### src/rtl/fm_ctrl_gen.sv
// FM control-word generator: scales a modulating sample, offsets the carrier,
// and ramps ctrl linearly to each new target over 2^INTERP_LOG2 clocks.
module fm_ctrl_gen #(
    parameter int DEV_SHIFT   = 8,
    parameter int INTERP_LOG2 = 4
) (
    input  logic        clk,
    input  logic        rst,
    input  logic [31:0] carrier,
    input  logic [15:0] dev,
    input  logic [15:0] mod_in,
    input  logic        mod_valid,
    output logic        mod_ready,
    output logic [31:0] ctrl,
    output logic        underrun
);

    localparam int N = 1 << INTERP_LOG2;
    localparam logic [8:0] LAST = 9'(N - 1);

    typedef enum logic [1:0] {
        IDLE,
        MUL,
        PREP,
        RAMP
    } state_t;

    state_t      state;
    state_t      state_d;
    logic [15:0] mod_r;
    logic [15:0] dev_r;
    logic [31:0] car_r;
    logic [31:0] p_r;
    logic [31:0] t_r;
    logic [31:0] s_r;
    logic [8:0]  cnt;
    logic [8:0]  cnt_d;
    logic [31:0] ctrl_d;
    logic        und_d;
    logic        last;
    logic        accept;
    logic [31:0] prod;
    logic [31:0] tgt;
    logic [31:0] diff;
    logic [31:0] step;

    assign last      = (state == RAMP) && (cnt == LAST);
    assign mod_ready = (state == IDLE) || last;
    assign accept    = mod_valid && mod_ready;

    // Low 32 bits of the widened signed product are exact: |P| < 2^31.
    assign prod = $signed({{16{mod_r[15]}}, mod_r}) * $signed({16'd0, dev_r});
    assign tgt  = car_r + 32'($signed(p_r) >>> DEV_SHIFT);
    assign diff = tgt - ctrl;
    assign step = 32'($signed(diff) >>> INTERP_LOG2);

    always_comb begin
        state_d = state;
        cnt_d   = cnt;
        ctrl_d  = ctrl;
        und_d   = 1'b0;
        unique case (state)
            IDLE: begin
                if (accept) state_d = MUL;
            end
            MUL: begin
                state_d = PREP;
            end
            PREP: begin
                state_d = RAMP;
                cnt_d   = 9'd0;
            end
            RAMP: begin
                if (!last) begin
                    ctrl_d = ctrl + s_r;
                    cnt_d  = cnt + 9'd1;
                end else begin
                    // Land exactly on the target so step truncation never drifts.
                    ctrl_d  = t_r;
                    state_d = accept ? MUL : IDLE;
                    und_d   = !accept;
                end
            end
            default: state_d = IDLE;
        endcase
    end

    always_ff @(posedge clk or negedge rst) begin
        if (!rst) begin
            state <= IDLE;
        end else begin
            state <= state_d;
        end
    end

    always_ff @(posedge clk or negedge rst) begin
        if (!rst) begin
            mod_r    <= '0;
            dev_r    <= '0;
            car_r    <= '0;
            p_r      <= '0;
            t_r      <= '0;
            s_r      <= '0;
            cnt      <= '0;
            ctrl     <= '0;
            underrun <= 1'b0;
        end else begin
            if (accept) begin
                mod_r <= mod_in;
                dev_r <= dev;
                car_r <= carrier;
            end
            if (state == MUL) p_r <= prod;
            if (state == PREP) begin
                t_r <= tgt;
                s_r <= step;
            end
            cnt      <= cnt_d;
            ctrl     <= ctrl_d;
            underrun <= und_d;
        end
    end

endmodule

### config.mk
export PLATFORM = sky130hd
export DESIGN_NAME = fm_ctrl_gen
export DESIGN_NICKNAME = d
export VERILOG_FILES = /design/src/rtl/fm_ctrl_gen.sv
export SDC_FILE = /design/constraint.sdc
export NUM_CORES = 1
export LEC_CHECK = 0
export CAP_MARGIN = 0
export CORE_ASPECT_RATIO = 0.6
export CORE_UTILIZATION = 45
export DETAILED_ROUTE_END_ITERATION = 12
export GPL_TIMING_DRIVEN = 0
export RECOVER_POWER = 100
export SLEW_MARGIN = 25
export SYNTH_ARGS = -nofsm -noshare
export SYNTH_HDL_FRONTEND = slang
export SYNTH_SLANG_ARGS = --single-unit
### constraint.sdc
create_clock -name clk -period 6.1 [get_ports clk]
set_input_delay 1.22 -clock clk [delete_from_list [all_inputs] [get_ports clk]]
set_output_delay 1.22 -clock clk [all_outputs]
set_load 0.01 [all_outputs]
==> impl_metrics.toml <==
[finish]
syn2layout_area_growth_pct = 15.1
fillerInstances = 4068
drive_above_1_share_pct = 13.7
multi_input_area_sq_um = 14200
final_cells = 2902
nets = 2773
layout_common_cells = "313 x inv_1, 210 x nand2_1, 209 x ha_1"
layout.cells.most_common = "inv_1"
ff_latch_area_sq_um = 4840

[worst_setup_path]
cp.arrival_ns = 6.66
critPathKind = "flop to flop"
critPathRequiredTime_ns = 6.44
cp_cell_sequence = "clkbuf_2 > nand2_1 > fa_1 > inv_1 > fa_1 > fa_1 > fa_1 > fa_1 > inv_1 > fa_1 > inv_2 > ha_4 > a211oi_4 > a32oi_2 > nand4_1 > a21oi_4 > o21ai_4 > o211ai_1 > a21oi_2 > xnor2_1 > mux2_2"
path_delay_family = "adder cells"
critPathMaxFanout = 10
cp-start-kind = "flop"
cp_slowest_cell = "fa_1"
slowest_delay_ns = 0.60
cpMostUsedCell = "fa_1"
timing.critical_path.buf_inv = 4
cp-end-kind = "flop"
reg2reg_from = "mod_r[12]$_DFFE_PN0P_"
reg2reg_depth = 21
r2r_setup_slack_ns = -0.23
r2r_end = "p_r[29]$_DFFE_PN0N_"

[floorplanning]
die_width_um = 277
start_util_pct = 45.6
rows = 60
core_area_sq_um = 44700
dieArea_sq_um = 46200
die_h_um = 167
io_pins = 101

[logic_synthesis]
synth_area_sq_um = 20400
synth-edff-count = 0
ys_warn_count = 0
synth_cell_type_count = 81
ys.flop_type = "dfrtp_1"
synth_cells = 2137
yosysSeqAreaShare_pct = 23.5
synth_seq_cells = 192
syn_avg_cell_area_sq_um = 9.55
synth_nets = 2611
synth-async-reset-ratio_pct = 100

[run_status]
status = "complete, but fails checks"
violations = "max-capacitance violations, max-slew violations, negative setup slack"

[global_routing]
grt_pass1_wl_mm = 93.7
grt_pass1_vias = 16000
antenna_found_initial = 1
grt_use_total_pct = 26.5
grt-ovfl-total = 0
grt_max_degree = 87

[hold_path]
hp-start = "p_r[27]$_DFFE_PN0N_"
min_to = "p_r[27]$_DFFE_PN0N_"
min_path_type = "flop to flop"
min_path_cells = 1

[cts]
root_buffer = "clkbuf_16"
cts.sinks = 192
cts-htree-levels = 4
clk_latency_ns = 0.47
cts_buffer_depth = 2
cts_tree = "done"
cts_made_buffers = 17
clk_pin_slew_ns = 0.08

[sta]
hold_viol = 0
fin_worst_skew_ns = 0.0227
rsz0062_at_grt = "yes"
final.setup.worst_slack_ns = -0.226
setup-violations-final = 7
drv_slew = 110
worstMarginPinSlew_ns = 1.97
achievable-frequency_mhz = 158
period_needed_ns = 6.33
maxSlewHeadroom_pct = -31.6
timing.final.crit_share_pct = 104

[detailed_routing]
drtPass1Iterations = 5
vias = 16000
routed_wl_mm = 59.9
viasPerCell = 5.50
routedWlPerCell_um = 20.7
ant_nets = 0
drtIter0Drc = 1258
drc = 0

[placement]
dp.cells = 2830
port_buffers = 100
hpwl_mm = 48.5
gp_congestion = 0.934

[job]
drv_cap = 2
## worst max path at each step
| stage | cells past startpoint | end | startpoint | slack [ns] |
|---|---|---|---|---|
| final | 21 | p_r[29]$_DFFE_PN0N_ | mod_r[12]$_DFFE_PN0P_ | -0.23 |
| after CTS | 22 | p_r[29]$_DFFE_PN0N_ | mod_r[5]$_DFFE_PN0P_ | -0.02 |
| after detailed placement | 23 | p_r[29]$_DFFE_PN0N_ | dev_r[7]$_DFFE_PN0P_ | -1.11 |
| after global placement | 1 | mod_r[0]$_DFFE_PN0P_ | rst | -4.58 |
| after floorplan | 23 | p_r[29]$_DFFE_PN0N_ | mod_r[7]$_DFFE_PN0P_ | 0.26 |
| after global routing | 22 | p_r[29]$_DFFE_PN0N_ | mod_r[6]$_DFFE_PN0P_ | -0.36 |
## Yosys cell counts, drive strengths merged, types with 4 or more instances
cell type | instances | area [sq um]
inv | 317 | 1190
ha | 212 | 2650
nand2 | 211 | 792
fa | 195 | 3900
dfrtp | 192 | 4800
mux2 | 132 | 1490
and2 | 129 | 807
a21oi | 98 | 498
o21ai | 90 | 458
xnor2 | 73 | 639
clkbuf | 68 | 255
nor2 | 66 | 248
a21o | 49 | 368
xor2 | 32 | 280
nand3 | 27 | 135
nand2b | 23 | 151
nor3 | 21 | 110
a31oi | 18 | 113
o211ai | 17 | 133
o21bai | 17 | 128
o21a | 15 | 114
nand4 | 14 | 87.6
nor2b | 12 | 75.1
and3 | 10 | 63.8
a211oi | 7 | 57.6
or3 | 7 | 43.8
o31ai | 6 | 45.0
a211o | 5 | 43.8
mux2i | 5 | 50.1
nand3b | 5 | 37.5
a21boi | 4 | 30.0
and4 | 4 | 37.5
or2 | 4 | 25.0
## logic make-up (layout without fill, tap and decap cells)
group           count (synthesis)  count (layout)  synth area share (%)
compound gates                360             360                  11.4
xor+xnor                      106             106                  4.62
fa+ha+maj                     407             407                  32.1
buf+inv                       390             565                  7.51
flops                         192             192                  23.5
mux                           137             137                  7.53
other cells                     0               1                     0
simple gates                  545             545                  13.3
## registers in the layout, summed over array words and instances (netlist names)
name	flops
car_r	32
s_r	28
mod_r	16
t_r	32
cnt	9
ctrl	32
p_r	24
dev_r	16
state	2
underrun	1
## cell type report
type	instances	share of cell area (%)
antenna	1	0.0107
buffer	72	2.27
clock buffer	18	1.87
clock inverter	14	0.719
inverter	317	5.07
multi-input combinational	1555	60.6
sequential	192	20.6
tap	589	3.14
timing repair buffer	144	5.71
## routing by layer
metal  vias to the layer above  global-route usage, %  part of all wire (%)
met1                      7977                   41.9                    51
met5                         -                      0                     0
li1                       7389                      -                     -
met2                       551                   34.6                    39
met3                        47                   8.12                   9.3
met4                         0                   5.46                   1.5
## stage by stage
step                      setup TNS (ns)  hold WS [ns]  utilization, %  instance area (sq um)  worst slack [ns]
after floorplan                        0         0.456               -                  20400             0.263
after global placement           -886.02         0.480            49.5                  22100             -4.58
after detailed placement          -12.56         0.485            49.7                  22200             -1.11
after CTS                        -0.0189         0.503            52.1                  23300           -0.0189
after global routing               -2.70         0.527            52.5                  23500            -0.363
final                             -0.960         0.508            52.5                  23500            -0.226
## what timing repair did
item,4_1_cts,5_1_grt
setup endpoints to repair,19,21
resized for setup,101,53
hold buffers,0,0
pin swaps,4,21
setup buffers,25,15
hold endpoints to repair,0,0
Power is not shown: default switching activity piles up to over one toggle a cycle in this logic, so the estimate is an artifact.
